==> config.mk <==
export PLATFORM = sky130hd
export DESIGN_NAME = mmio_uart_tx
export DESIGN_NICKNAME = d
export VERILOG_FILES = /design/src/rtl/mmio_uart_tx_pkg.sv /design/src/rtl/mmio_uart_tx_fifo.sv /design/src/rtl/mmio_uart_tx.sv
export SDC_FILE = /design/constraint.sdc
export NUM_CORES = 1
export LEC_CHECK = 0
export CAP_MARGIN = 0
export CORE_MARGIN = 2
export CORE_UTILIZATION = 52
export CTS_CLUSTER_SIZE = 30
export DETAILED_ROUTE_END_ITERATION = 7
export GPL_ROUTABILITY_DRIVEN = 1
export MAX_ROUTING_LAYER = met4
export PLACE_DENSITY = 0.86
export RECOVER_POWER = 100
export SETUP_SLACK_MARGIN = 0.2
export SLEW_MARGIN = 20
export SYNTH_ARGS = -nofsm -noshare
export SYNTH_HDL_FRONTEND = slang
export SYNTH_SLANG_ARGS = --single-unit
==> constraint.sdc <==
create_clock -name clk -period 4.8 [get_ports clk]
set_input_delay 0.96 -clock clk [delete_from_list [all_inputs] [get_ports clk]]
set_output_delay 0.96 -clock clk [all_outputs]
set_load 0.01 [all_outputs]
==> src/rtl/mmio_uart_tx_pkg.sv <==
// Shared definitions for the memory-mapped UART transmitter:
// FSM encodings, register offsets and the STATUS word layout.
package mmio_uart_tx_pkg;

  typedef enum logic [1:0] {
    IDLE,
    START,
    DATA,
    STOP
  } state_t;

  localparam logic [31:0] TXDATA_OFS = 32'd0;
  localparam logic [31:0] STATUS_OFS = 32'd4;

  function automatic logic [31:0] status_word(
    input logic       full,
    input logic       empty,
    input logic       busy,
    input logic       ovf,
    input logic [4:0] cnt
  );
    return {23'd0, cnt, ovf, busy, empty, full};
  endfunction

endpackage

==> src/rtl/mmio_uart_tx_fifo.sv <==
// Synchronous FIFO with occupancy count; push ignored when full,
// pop ignored when empty, head visible combinationally on dout.
module sync_fifo #(
  parameter int WIDTH = 8,
  parameter int DEPTH = 4
) (
  input  logic                   clk,
  input  logic                   reset_n,
  input  logic                   push,
  input  logic                   pop,
  input  logic [WIDTH-1:0]       din,
  output logic [WIDTH-1:0]       dout,
  output logic                   full,
  output logic                   empty,
  output logic [$clog2(DEPTH):0] count
);

  localparam int AW = $clog2(DEPTH);

  logic [WIDTH-1:0] r_mem [DEPTH];
  logic [AW-1:0]    r_wptr;
  logic [AW-1:0]    r_rptr;
  logic [AW:0]      r_count;
  logic             w_push;
  logic             w_pop;

  assign w_push = push & ~full;
  assign w_pop  = pop & ~empty;

  always_ff @(posedge clk) begin
    if (w_push) r_mem[r_wptr] <= din;
  end

  always_ff @(posedge clk or negedge reset_n) begin
    if (!reset_n) begin
      r_wptr  <= '0;
      r_rptr  <= '0;
      r_count <= '0;
    end else begin
      if (w_push) r_wptr <= r_wptr + 1'b1;
      if (w_pop)  r_rptr <= r_rptr + 1'b1;
      case ({w_push, w_pop})
        2'b10:   r_count <= r_count + 1'b1;
        2'b01:   r_count <= r_count - 1'b1;
        default: r_count <= r_count;
      endcase
    end
  end

  assign dout  = r_mem[r_rptr];
  assign full  = (r_count == (AW+1)'(DEPTH));
  assign empty = (r_count == '0);
  assign count = r_count;

endmodule

==> src/rtl/mmio_uart_tx.sv <==
// MMIO 8N1 UART transmitter: TXDATA/STATUS registers on the
// data-memory bus, a byte FIFO and a bit-timing FSM.
module mmio_uart_tx
  import mmio_uart_tx_pkg::*;
#(
  parameter logic [31:0] BASE_ADDR    = 32'hFFFF_0000,
  parameter int          CLKS_PER_BIT = 16,
  parameter int          FIFO_DEPTH   = 4
) (
  input  logic        clk,
  input  logic        reset_n,
  input  logic        memwrite,
  input  logic [31:0] dataaddr,
  input  logic [31:0] writedata,
  output logic        sel,
  output logic [31:0] rdata,
  output logic        tx,
  output logic        busy
);

  localparam int          CW     = $clog2(FIFO_DEPTH) + 1;
  localparam logic [15:0] RELOAD = 16'(CLKS_PER_BIT - 1);
  localparam logic [31:0] A_TX   = BASE_ADDR + TXDATA_OFS;
  localparam logic [31:0] A_ST   = BASE_ADDR + STATUS_OFS;

  state_t      r_state, w_nstate;
  logic [15:0] r_cnt, w_ncnt;
  logic [2:0]  r_idx, w_nidx;
  logic [7:0]  r_sh, w_nsh;
  logic        r_tx, w_ntx;
  logic        r_ovf;

  logic          w_hit_tx, w_hit_st;
  logic          w_wr_tx, w_clr;
  logic          w_pop;
  logic [7:0]    w_head;
  logic          w_full, w_empty;
  logic [CW-1:0] w_count;
  logic          w_unused;

  assign w_hit_tx = (dataaddr == A_TX);
  assign w_hit_st = (dataaddr == A_ST);
  assign w_wr_tx  = memwrite & w_hit_tx;
  assign w_clr    = memwrite & w_hit_st & writedata[3];
  assign w_unused = ^writedata[31:8];

  sync_fifo #(
    .WIDTH(8),
    .DEPTH(FIFO_DEPTH)
  ) u_fifo (
    .clk    (clk),
    .reset_n(reset_n),
    .push   (w_wr_tx),
    .pop    (w_pop),
    .din    (writedata[7:0]),
    .dout   (w_head),
    .full   (w_full),
    .empty  (w_empty),
    .count  (w_count)
  );

  // A write landing on a full FIFO is lost even if a pop frees a slot.
  always_ff @(posedge clk or negedge reset_n) begin
    if (!reset_n)              r_ovf <= 1'b0;
    else if (w_wr_tx & w_full) r_ovf <= 1'b1;
    else if (w_clr)            r_ovf <= 1'b0;
  end

  assign sel   = w_hit_tx | w_hit_st;
  assign busy  = (r_state != IDLE);
  assign tx    = r_tx;
  assign rdata = w_hit_st
    ? status_word(w_full, w_empty, busy, r_ovf, 5'(w_count))
    : 32'd0;

  always_ff @(posedge clk or negedge reset_n) begin
    if (!reset_n) begin
      r_state <= IDLE;
      r_cnt   <= '0;
      r_idx   <= '0;
      r_sh    <= '0;
      r_tx    <= 1'b1;
    end else begin
      r_state <= w_nstate;
      r_cnt   <= w_ncnt;
      r_idx   <= w_nidx;
      r_sh    <= w_nsh;
      r_tx    <= w_ntx;
    end
  end

  always_comb begin
    w_nstate = r_state;
    w_ncnt   = r_cnt;
    w_nidx   = r_idx;
    w_nsh    = r_sh;
    w_ntx    = r_tx;
    w_pop    = 1'b0;
    case (r_state)
      IDLE: begin
        if (!w_empty) begin
          w_pop    = 1'b1;
          w_nsh    = w_head;
          w_ncnt   = RELOAD;
          w_ntx    = 1'b0;
          w_nstate = START;
        end
      end
      START: begin
        if (r_cnt == '0) begin
          w_nstate = DATA;
          w_ncnt   = RELOAD;
          w_nidx   = '0;
          w_ntx    = r_sh[0];
        end else begin
          w_ncnt = r_cnt - 1'b1;
        end
      end
      DATA: begin
        if (r_cnt == '0) begin
          w_ncnt = RELOAD;
          if (r_idx == 3'd7) begin
            w_nstate = STOP;
            w_ntx    = 1'b1;
          end else begin
            w_nidx = r_idx + 1'b1;
            w_nsh  = {1'b0, r_sh[7:1]};
            w_ntx  = r_sh[1];
          end
        end else begin
          w_ncnt = r_cnt - 1'b1;
        end
      end
      STOP: begin
        if (r_cnt == '0) begin
          w_nstate = IDLE;
          w_nidx   = '0;
        end else begin
          w_ncnt = r_cnt - 1'b1;
        end
      end
      default: w_nstate = IDLE;
    endcase
  end

endmodule

Yosys cells after proc, flatten, opt, wreduce, memory -nomap -nowiden
Memory sizes are Yosys's and may differ from the RTL's.
Cells that the tools add are included.
{"block": "word_totals", "ff_bits": 38, "mem_bits_rw": 32, "word_cells": 89, "n_memories": 1}
{"block": "classes", "addsub": 6, "n_eq_ne": 17, "mux": 31, "bitwise": 9, "n_reduce_logical": 16}
{"memory": "u_fifo.r_mem", "depth": 4, "word_bits": 8, "read_ports": 1, "rd_ports_with_merged_regs": 0, "write_ports": 1, "line": "mmio_uart_tx_fifo.sv:20", "rtl": "logic [WIDTH-1:0] r_mem [DEPTH];"}
{"op": "== test 32 bit (second input constant)", "count": 2}
{"op": "two-way mux 16 bit", "count": 3}
{"op": "one-hot mux 16 bit (3 select lines)", "count": 1}
{"op": "two-way mux 8 bit", "count": 3}
{"op": "zero test 16 bit", "count": 1}
{"op": "one-hot mux 8 bit (2 select lines)", "count": 1}
{"op": "subtractor 16 x 1 -> 16 bit (second input constant)", "count": 1}
{"op": "!= test 2 bit (second input constant)", "count": 7}
{"op": "one-hot mux 3 bit (2 select lines)", "count": 2}
{"op": "AND reduction 4 bit", "count": 3}
{"op": "two-way mux 1 bit", "count": 10}
{"op": "two-way mux 2 bit", "count": 5}
{"op": "nonzero test 2 bit", "count": 5}
{"op": "two-way mux 3 bit", "count": 3}
{"op": "one-hot mux 2 bit (4 select lines)", "count": 1}
{"op": "two-way mux 7 bit", "count": 1}
{"op": "adder 3 x 1 -> 3 bit (second input constant)", "count": 2}
{"op": "bitwise AND 1 bit", "count": 6}
{"op": "== test 2 bit (second input constant)", "count": 3}
{"op": "== test 3 bit (second input constant)", "count": 2}
{"op": "AND reduction 5 bit", "count": 1}
{"op": "adder 2 x 1 -> 2 bit (second input constant)", "count": 2}
{"op": "== test 2 x 1 -> 1 bit (second input constant)", "count": 2}
{"op": "OR reduction 2 bit", "count": 2}
{"op": "other kinds (9)", "count": 10}

Longest topological paths before layout
Gate-level depths: netlist (run 1).
{"block": "logic_depth", "depth_word": 6, "ltp_mapped": 10, "depth_no_buf": 10}

Cells and area by module
From an unflattened synthesis (run 1), not the netlist that was laid out.
{"block": "hier_totals", "hier_cells": 321, "area_unflattened_um2": 3759.9}
{"module": "mmio_uart_tx", "instances": 1, "cells_each": 241, "area_each_um2": 2175.8, "seq_area_each_um2": 777.0}
{"module": "sync_fifo", "instances": 1, "cells_each": 80, "area_each_um2": 1584.0, "seq_area_each_um2": 1136.1}

Least setup slack after synthesis (run 1)
Ideal clock, no wire load.
{"block": "synth_timing", "kind": "in2out", "startpoint": "in dataaddr[8]", "endpoint": "out rdata[0]", "t_arrival_ns": 2.001, "t_required_ns": 3.840, "setup_slack_ns": 1.839, "cell_stages": 5, "n_path_buf": 0, "cell_sequence": "nor4b_1 -> nand4_1 -> nor2b_1 -> nand2_1 -> nor2_1"}
{"block": "synth_via", "elab_chain_cells": 2}
{"item": "from (decl)", "line": "mmio_uart_tx.sv:13", "rtl": "input logic [31:0] dataaddr,"}
{"item": "== test 32 bit", "line": "mmio_uart_tx.sv:42", "rtl": "assign w_hit_st = (dataaddr == A_ST);"}
{"item": "two-way mux 7 bit", "line": "mmio_uart_tx.sv:73", "rtl": "? status_word(w_full, w_empty, busy, r_ovf, 5'(w_count))"}
{"item": "to (decl)", "line": "mmio_uart_tx.sv:16", "rtl": "output logic [31:0] rdata,"}
Every way passes these cells.

Worst setup path after layout (run 1)
{"block": "layout_timing", "startpoint": "in dataaddr[22]", "endpoint": "out rdata[0]"}
The elaborated chain is that of the path after synthesis.

==> impl_metrics.py, run 1 <==
metrics = {
    "detailed_routing": {
        "avgViaCountPerCell": 5.29,
        "routedWlPerCell_um": 14.1,
        "num_vias": 2537,
        "dr.pass1.iters": 4,
        "drt_iter0_markers": 193,
        "drt.antenna.violating_nets": 0,
        "drc": 0,
        "wl_mm": 6.78,
    },
    "synth": {
        "yosysTopAreaCell": "edfxtp_1",
        "yosys_warnings": 0,
        "synthArstFlopShare": 0.543,
        "synth_edf_count": 32,
        "synth_cell_types": 50,
        "synth_flop_cell": "dfrtp_1",
        "netlist_instances": 323,
        "synth_area_per_cell_sq_um": 11.4,
        "synthTopCellsByArea": "edfxtp_1 26%, dfrtp_1 25%, buf_4 5.1%",
        "synth_top_area_frac": 0.261,
        "syn_area_sq_mm": 0.00368,
        "yosysSeqAreaShare": 0.520,
        "synth-seq-cells": 70,
    },
    "sta": {
        "finClkSkew_ns": 0.00673,
        "tns_ns": 0,
        "relSlewSlack": -0.345,
        "rsz0062_at_grt": "false",
        "max_freq_ghz": 0.245,
        "maxSlewViolCount": 39,
        "setup_viol": 0,
        "finalHoldViolations": 0,
        "post-route-min-period_ns": 4.08,
        "tightest_slew_ns": 2.02,
        "fin_crit_sh": 0.850,
        "holdWs_ns": 0.513,
    },
    "clock_tree": {
        "clk_pin_slew_worst_paths_ns": 0.09,
        "cts_hold_buf": 0,
        "cts_num_sinks": 70,
        "post_cts_buffers": 0,
        "cts.repair.resized": 0,
        "cts_buffer_depth": 2,
        "htreeDepth": 3,
        "root_buffer": "clkbuf_8",
        "cts_tree": "done",
        "numCtsBuffers": 9,
        "clkLatencyLatePin_ns": 0.35,
    },
    "floorplanning": {
        "core_sq_mm": 0.00683,
        "initial_utilization": 0.538,
        "ios": 102,
        "rows": 30,
        "dieArea_sq_mm": 0.00776,
        "die_w_um": 88.1,
        "dieHeight_um": 88.1,
    },
    "global_routing": {
        "grt_max_degree": 39,
        "overflow": 0,
        "grt_usage": 0.195,
        "grt_pass1_vias": 2466,
        "grt_pass1_wl_mm": 11.4,
        "antenna_found_initial": 0,
    },
    "setup_path": {
        "startpoint_type": "primary input",
        "cp_slowest_cell": "dlygate4sd3_1",
        "crit_chain": "dlygate4sd3_1 > nand4_1 > nor4_1 > nor2b_1 > nand2_1 > nor2_1 > dlygate4sd3_1",
        "worst_setup_path_end_kind": "output pin",
        "critPathRequiredTime_ns": 3.84,
        "crit_top_cell": "dlygate4sd3_1",
        "critPathBufInv": 2,
        "cp_max_fo": 5,
        "max_stage_delay_ns": 0.62,
        "crit_family": "buffers and inverters",
        "crit_type": "primary input to output pin",
        "critPathArrivalTime_ns": 3.12,
    },
    "job": {
        "cap_viol_max_count": 1,
    },
    "min_path": {
        "hold_class": "flip-flop to flip-flop",
    },
    "power": {
        "total_power_mw": 1.13,
        "ir_drop_v": 0.000282,
        "power_leakage_nw": 1.80,
        "cellPowerDensity_mw_per_mm2": 260,
    },
    "outcome": {
        "failed_checks": "max-capacitance violations, max-slew violations",
        "status": "complete, but fails checks",
    },
    "finish": {
        "syn_to_final_growth_pct": 18.1,
        "final_cells": 480,
        "n_fill_cell": 535,
        "drive_gt1_frac": 0.107,
        "nNetsFinal": 460,
        "diodes": 0,
        "fin_area_sq_mm": 0.00434,
    },
    "placement": {
        "placed_cell_area_sq_mm": 0.00420,
        "dpl.cell_count": 464,
        "numPortBuffers": 52,
        "dp_hpwl_mm": 5.00,
        "gp_congestion": 0.853,
    },
}
[power by group]
part / total [mW] / internal (mW) / switching, mW
registers: 0.627 / 0.627 / 0.000000000683
logic: 0.0518 / 0.0287 / 0.0232
clock network: 0.451 / 0.199 / 0.252
total: 1.13 / 0.854 / 0.275
[cell usage in the layout (no fill, tap or decap), types with 2 or more instances in the layout]
cell type | synthesis | layout
or2_2 | 3 | 3
dfrtp_1 | 37 | 37
dlygate4sd3_1 | 0 | 19
clkdlybuf4s50_1 | 0 | 32
nor4b_1 | 3 | 3
and3_1 | 3 | 3
clkbuf_8 | 0 | 9
nor2_1 | 30 | 30
xnor2_1 | 7 | 7
o2111ai_1 | 2 | 2
mux4_2 | 8 | 8
xor2_1 | 8 | 8
nor3_1 | 5 | 6
or3_1 | 2 | 2
inv_6 | 0 | 4
nor4_1 | 6 | 6
mux2_2 | 10 | 9
clkbuf_1 | 4 | 3
inv_1 | 20 | 20
a31oi_1 | 2 | 2
nand4_1 | 5 | 5
nor2b_1 | 2 | 2
o21ai_0 | 8 | 8
conb_1 | 1 | 25
nand3_1 | 5 | 5
or4_1 | 2 | 2
a21oi_1 | 12 | 12
o31ai_1 | 2 | 2
edfxtp_1 | 32 | 32
o22a_1 | 5 | 5
nand2_1 | 33 | 33
ha_1 | 13 | 13
o211ai_1 | 6 | 6
[path summary, 6_finish.rpt]
kind,cells after the start,end,from,slack [ns]
max,7,rdata[0],dataaddr[22],0.72
min,1,r_sh[0]$_DFFE_PN0P_,r_sh[0]$_DFFE_PN0P_,0.51
max reg2reg,7,r_sh[6]$_DFFE_PN0P_,r_cnt[0]$_DFFE_PN0P_,1.44
min reg2reg,1,r_sh[0]$_DFFE_PN0P_,r_sh[0]$_DFFE_PN0P_,0.51
max in group asynchronous,1,r_idx[1]$_DFFE_PN0P_,reset_n,2.47
min in group asynchronous,1,r_idx[2]$_DFFE_PN0P_,reset_n,1.17
[registers in the layout, summed over array words and instances, names as in the netlist]
register and cells:
u_fifo.count 3, u_fifo.r_rptr 2, r_ovf 1, r_state 2, r_sh 8, r_idx 3
tx 1, r_cnt 16, u_fifo.r_mem 32, u_fifo.r_wptr 2
[synth_stat cells, drive strengths merged, types with 3 or more instances]
cell type / count
o21ai: 8
or4: 3
nor2: 30
a21oi: 12
xor2: 8
dfrtp: 37
nand3: 5
xnor2: 7
nand4: 5
inv: 20
nor4b: 3
o22a: 5
buf: 29
ha: 13
mux4: 8
mux2: 11
and3: 3
or2: 4
nor3: 6
o211ai: 6
edfxtp: 32
nor4: 6
clkbuf: 4
nand2: 33
[cells by family after synthesis]
kind of cell    synth area share
simple gates               0.142
flops                      0.520
mux                       0.0864
fa+ha+maj                 0.0497
other cells              0.00102
buf+inv                   0.0817
xor+xnor                  0.0357
compound gates            0.0830
[routing by layer]
layer	vias to the layer above	wire length, um	GRT usage
li1	1220	-	-
met1	1237	2990	0.241
met2	72	3380	0.319
met3	8	303	0.0471
met4	0	98	0.0606
met5	-	0	-
[area by class of cell]
class | count | area [sq um] | area share
Clock buffer | 9 | 124 | 0.0285
Timing Repair Buffer | 54 | 522 | 0.120
Clock inverter | 7 | 62.6 | 0.0144
Sequential cell | 70 | 1910 | 0.440
Inverter | 21 | 78.8 | 0.0181
Tap cell | 96 | 120 | 0.0276
Multi-Input combinational cell | 223 | 1520 | 0.351
[stage by stage]
| step | worst slack (ns) | util |
|---|---|---|
| after floorplan | 1.84 | - |
| after global placement | 0.849 | 0.614 |
| after detailed placement | 0.848 | 0.614 |
| after CTS | 0.827 | 0.642 |
| after global routing | 0.540 | 0.636 |
| final | 0.720 | 0.636 |
No activity file was read; power rests on OpenSTA's default activity.
==> run 2: changes to the inputs <==
- ABC_AREA: unset -> 1
- CORE_UTILIZATION: 52 -> 45
- PLACE_DENSITY: 0.86 -> 0.74
- SLEW_MARGIN: 20 -> unset
==> impl_metrics.py, run 2 <==
metrics = {
    "placement": {
        "dp_hpwl_mm": 6.20,
        "gp_congestion": 0.854,
        "dpl.cell_count": 671,
        "post-place-ws_ns": 1.09,
        "numPortBuffers": 52,
        "placed_cell_area_sq_mm": 0.00465,
    },
    "synth": {
        "synthArstFlopShare": 0.543,
        "yosysSeqAreaShare": 0.461,
        "post-synth-top-count-cell": "nand2_1",
        "syn_area_sq_mm": 0.00415,
        "synthTopCellsByArea": "edfxtp_1 23%, dfrtp_1 22%, nand2_1 12%",
        "synth_area_per_cell_sq_um": 8.00,
        "yosys_warnings": 0,
        "synth_top_area_frac": 0.231,
        "yosysTopAreaCell": "edfxtp_1",
        "synth_commonest_cells": "133 x nand2_1, 74 x nor2_1, 59 x inv_1, 47 x nand3_1, 37 x dfrtp_1",
        "synth_edf_count": 32,
        "synth_flop_cell": "dfrtp_1",
        "yosys.area_share.simple": 0.315,
        "synthXorXnorAreaFrac": 0.00844,
        "synthAdderAreaFrac": 0.0440,
        "synth-compound-area-share": 0.0561,
        "synth_cell_types": 32,
        "synth.area.mux_share": 0,
        "netlist_instances": 519,
        "synth_top_family_by_area": "simple AND/OR/NAND/NOR gates",
        "synth-seq-cells": 70,
    },
    "setup_path": {
        "cp-startpoint": "dataaddr[15]",
        "worst_r2r_startpoint": "r_state[0]$_DFFE_PN0P_",
        "crit_type": "primary input to output pin",
        "worst_setup_path_end_kind": "output pin",
        "cp_max_fo": 8,
        "critPathRequiredTime_ns": 3.84,
        "startpoint_type": "primary input",
        "critPathArrivalTime_ns": 2.94,
    },
    "detailed_routing": {
        "wl_mm": 8.34,
        "routedWlPerCell_um": 12.1,
        "drt.antenna.violating_nets": 0,
        "dr.pass1.iters": 4,
        "avgViaCountPerCell": 4.94,
        "drt_iter0_markers": 179,
        "num_vias": 3394,
        "drc": 0,
    },
    "power": {
        "seqPwrFrac": 0.533,
        "p_int_uw": 905,
        "total_power_mw": 1.18,
        "cellPowerDensity_mw_per_mm2": 244,
        "clkPwrFrac": 0.417,
        "switching_power_uw": 270,
        "power_leakage_nw": 2.30,
        "p_comb_frac": 0.050,
        "ir_drop_v": 0.000230,
        "sw_frac_of_total": 0.230,
    },
    "finish": {
        "final_cells": 687,
        "nNetsFinal": 652,
        "largest_reg_flops": 32,
        "fin_area_sq_mm": 0.00482,
        "n_fill_cell": 868,
        "diodes": 0,
        "syn_to_final_growth_pct": 16.1,
        "seq_area_sq_mm": 0.00191,
        "drive_gt1_frac": 0.0590,
        "final_common_cell": "nand2_1",
        "mostFrequentLayoutCells": "135 x nand2_1, 75 x nor2_1, 62 x inv_1, 48 x nand3_1, 37 x dfrtp_1",
        "largest_register": "u_fifo.r_mem",
        "reg.largest.list": "u_fifo.r_mem: 32 flops, r_cnt: 16 flops, r_sh: 8 flops",
        "multi_input_area_sq_mm": 0.00181,
    },
    "min_path": {
        "hold_class": "flip-flop to flip-flop",
        "hp-start": "u_fifo.count[0]$_DFFE_PN0P_",
    },
    "floorplanning": {
        "core_sq_mm": 0.00911,
        "dieHeight_um": 100,
        "rows": 35,
        "die_w_um": 100,
        "ios": 102,
        "initial_utilization": 0.456,
        "dieArea_sq_mm": 0.0100,
    },
    "clock_tree": {
        "cts_tree": "done",
        "cts_hold_buf": 0,
        "clk_pin_slew_worst_paths_ns": 0.09,
        "clkLatencyLatePin_ns": 0.34,
        "htreeDepth": 3,
        "post_cts_buffers": 0,
        "numCtsBuffers": 9,
        "root_buffer": "clkbuf_8",
        "cts.repair.resized": 0,
        "cts_num_sinks": 70,
        "cts_buffer_depth": 2,
    },
    "sta": {
        "tns_ns": 0,
        "fin_ws_ns": 0.897,
        "finClkSkew_ns": 0.0121,
        "maxSlewViolCount": 39,
        "tightest_slew_ns": 2.05,
        "max_freq_ghz": 0.256,
        "finalHoldViolations": 0,
        "fin_crit_sh": 0.813,
        "post-route-min-period_ns": 3.90,
        "relSlewSlack": -0.370,
        "setup_viol": 0,
        "rsz0062_at_grt": "false",
    },
    "outcome": {
        "status": "complete, but fails checks",
        "failed_checks": "max-capacitance violations, max-slew violations",
    },
    "global_routing": {
        "grt_usage": 0.181,
        "grt_pass1_wl_mm": 14.3,
        "grt_pass1_vias": 3285,
        "overflow": 0,
        "grt_max_degree": 39,
        "antenna_found_initial": 0,
    },
    "job": {
        "cap_viol_max_count": 1,
    },
}
-- run 2: stage by stage --
stage,util,hold slack (ns)
after floorplan,-,0.442
after global placement,0.511,0.455
after detailed placement,0.511,0.461
after CTS,0.533,0.480
after global routing,0.529,0.497
final,0.529,0.474
-- run 2: layer usage --
layer,vias up,global-route usage,share of wire
li1,1733,-,-
met1,1568,0.220,0.44
met2,80,0.303,0.50
met3,13,0.0390,0.043
met4,0,0.0580,0.014
met5,-,-,0
-- run 2: final timing paths --
check                                               endpoint  slack [ns]  cells after the start
worst max register to register         r_cnt[11]$_DFFE_PN0P_        1.81                      8
worst max-delay path                                rdata[0]        0.90                      9
min in group asynchronous               r_cnt[5]$_DFFE_PN0P_        1.20                      1
worst min register to register   u_fifo.count[0]$_DFFE_PN0P_        0.47                      1
worst min-delay path             u_fifo.count[0]$_DFFE_PN0P_        0.47                      1
max in group asynchronous       u_fifo.r_rptr[0]$_DFFE_PN0P_        2.42                      1
-- run 2: final cells by class --
type / count / area share
clock buffer: 9 / 0.0257
clock inverter: 7 / 0.0169
inverter: 62 / 0.0483
multi-input combinational: 376 / 0.377
sequential: 70 / 0.397
tap: 111 / 0.0288
timing repair buffer: 52 / 0.107
-- run 2: power by group through the flow --
stage / logic [mW] / clock network, mW / registers [mW]
after floorplan: 0.0290 / 0 / 0.640
after global placement: 0.0594 / 0 / 0.639
after detailed placement: 0.0610 / 0 / 0.639
after CTS: 0.0611 / 0.500 / 0.627
after global routing: 0.0662 / 0.526 / 0.627
final: 0.0589 / 0.490 / 0.627
-- run 2: worst max-delay path, stage by stage --
cell and delay (ns):
dlygate4sd3_1 0.53, nor2_1 0.11, nand2_1 0.06, nor2_1 0.13, inv_1 0.07, nor2_1 0.11
nand2_1 0.16, nor3_1 0.16, dlygate4sd3_1 0.65
-- run 2: cell families after synthesis --
logic type               count (synthesis)
AND/OR/NAND/NOR                        294
buffers and inverters                   97
flip-flops                              70
AO/OA/AOI/OAI                           39
adder cells (fa/ha/maj)                 14
XOR/XNOR                                 4
other                                    1
==> run 3: changes to the inputs <==
- PLACE_DENSITY: 0.74 -> 0.77
- clock period: 4.8 -> 3.3 ns (I/O delays scaled with it)
==> impl_metrics.py, run 3 (synthesis results as in run 2) <==
metrics = {
    "floorplanning": {
        "dieArea_sq_mm": 0.0100,
        "rows": 35,
        "core_sq_mm": 0.00911,
        "dieHeight_um": 100,
        "initial_utilization": 0.456,
        "ios": 102,
        "die_w_um": 100,
    },
    "sta": {
        "tightest_slew_ns": 2.03,
        "post-route-min-period_ns": 2.94,
        "setup_viol": 0,
        "max_freq_ghz": 0.341,
        "rsz0062_at_grt": "false",
        "relSlewSlack": -0.352,
        "finalHoldViolations": 0,
        "fin_crit_sh": 0.890,
        "finClkSkew_ns": 0.0108,
        "maxSlewViolCount": 39,
        "tns_ns": 0,
    },
    "global_routing": {
        "grtUsageMet3": 0.0390,
        "gr-usage-met1": 0.224,
        "grt_pass1_vias": 3259,
        "grt_max_degree": 39,
        "antenna_found_initial": 0,
        "met2_usage": 0.319,
        "grt_usage": 0.188,
        "overflow": 0,
        "grt_pass1_wl_mm": 14.6,
        "grt-busiest-layer": "met2",
    },
    "setup_path": {
        "worst_setup_path_end_kind": "output pin",
        "critPathArrivalTime_ns": 2.28,
        "r2r_cells": 8,
        "critPathRequiredTime_ns": 2.64,
        "cp-startpoint": "dataaddr[9]",
        "crit_top_cell": "nor2_1",
        "cp_slowest_cell": "dlygate4sd3_1",
        "r2r_slack_ns": 0.96,
        "max_stage_delay_ns": 0.53,
        "worst_r2r_startpoint": "r_state[0]$_DFFE_PN0P_",
        "startpoint_type": "primary input",
        "crit_chain": "dlygate4sd3_1 > nor2_1 > nand2_1 > nor2_1 > inv_1 > nor2_1 > nand2_1 > nor3_1 > dlygate4sd2_1",
        "r2r_end": "r_cnt[11]$_DFFE_PN0P_",
        "cp-endpoint": "rdata[0]",
        "crit_type": "primary input to output pin",
        "cp_max_fo": 8,
    },
    "min_path": {
        "hp-start": "u_fifo.count[0]$_DFFE_PN0P_",
        "hold_class": "flip-flop to flip-flop",
    },
    "clock_tree": {
        "cts_tree": "done",
        "numCtsBuffers": 9,
        "cts_hold_buf": 0,
        "root_buffer": "clkbuf_8",
        "cts_num_sinks": 70,
        "htreeDepth": 3,
        "cts_buffer_depth": 2,
        "clkLatencyLatePin_ns": 0.35,
        "clk_pin_slew_worst_paths_ns": 0.08,
    },
    "detailed_routing": {
        "num_vias": 3424,
        "dr.pass1.iters": 4,
        "drc": 0,
        "wl_mm": 8.50,
        "drt.antenna.violating_nets": 0,
        "avgViaCountPerCell": 4.95,
        "routedWlPerCell_um": 12.3,
        "drt_iter0_markers": 145,
    },
    "finish": {
        "reg.largest.list": "u_fifo.r_mem: 32 flops, r_cnt: 16 flops, r_sh: 8 flops",
        "nNetsFinal": 657,
        "largest_register": "u_fifo.r_mem",
        "seq_area_sq_mm": 0.00191,
        "syn_to_final_growth_pct": 15.5,
        "multi_input_area_sq_mm": 0.00181,
        "n_fill_cell": 880,
        "final_common_cell": "nand2_1",
        "largest_reg_flops": 32,
        "drive_gt1_frac": 0.0602,
        "mostFrequentLayoutCells": "135 x nand2_1, 75 x nor2_1, 62 x inv_1, 48 x nand3_1, 37 x dfrtp_1",
        "diodes": 0,
    },
    "power": {
        "cellPowerDensity_mw_per_mm2": 356,
        "total_power_mw": 1.71,
        "ir_drop_v": 0.000288,
        "power_leakage_nw": 2.26,
    },
    "job": {
        "cap_viol_max_count": 1,
    },
    "placement": {
        "numPortBuffers": 52,
        "gp_congestion": 0.863,
        "dp_hpwl_mm": 6.11,
    },
    "outcome": {
        "status": "complete, but fails checks",
        "failed_checks": "max-capacitance violations, max-slew violations",
    },
}
## run 3: final cells by class
cell class / instances / area share
clock buffer: 9 / 0.0258
clock inverter: 7 / 0.0167
inverter: 62 / 0.0485
multi-input combinational: 376 / 0.378
sequential: 70 / 0.399
tap: 111 / 0.0290
timing repair buffer: 57 / 0.103
## run 3: how the worst min path moves through the flow
| stage | to | slack [ns] | cells after the start |
|---|---|---|---|
| after floorplan | r_cnt[0]$_DFFE_PN0P_ | 0.36 | 0 |
| after global placement | r_ovf$_DFFE_PN0P_ | 0.46 | 2 |
| after detailed placement | u_fifo.count[0]$_DFFE_PN0P_ | 0.46 | 1 |
| after CTS | r_cnt[7]$_DFFE_PN0P_ | 0.44 | 1 |
| after global routing | u_fifo.count[0]$_DFFE_PN0P_ | 0.50 | 1 |
| final | u_fifo.count[0]$_DFFE_PN0P_ | 0.48 | 1 |
## run 3: critical path: cells and delay by family
kind	cells	cell delay, ns
simple gates	6	0.72
buf+inv	3	0.90
## run 3: what timing repair did
item                                    in CTS  in global routing
resized for setup                            1                  8
buffers inserted                             0                  0
endpoints found under the setup margin       1                  7
## run 3: layer usage
layer	wire [um]	part of all wire
met3	288	0.034
met4	98	0.012
met5	0	0
met2	4290	0.51
met1	3820	0.45
## run 3: where the power goes
| group | switching (mW) | internal, mW |
|---|---|---|
| sequential | 0.000000000615 | 0.912 |
| combinational | 0.0417 | 0.0447 |
| clock | 0.351 | 0.356 |
## run 3: per-stage QoR
stage	utilization	instance area [sq um]	setup WS, ns	cells	hold WS [ns]
2_1_floorplan	-	4240	1.01	543	0.364
3_3_place_gp	0.515	4690	0.224	676	0.456
3_5_place_dp	0.515	4690	0.186	676	0.464
4_1_cts	0.537	4890	0.244	692	0.437
5_1_grt	0.526	4790	0.212	692	0.495
6_report	0.526	4790	0.364	692	0.478
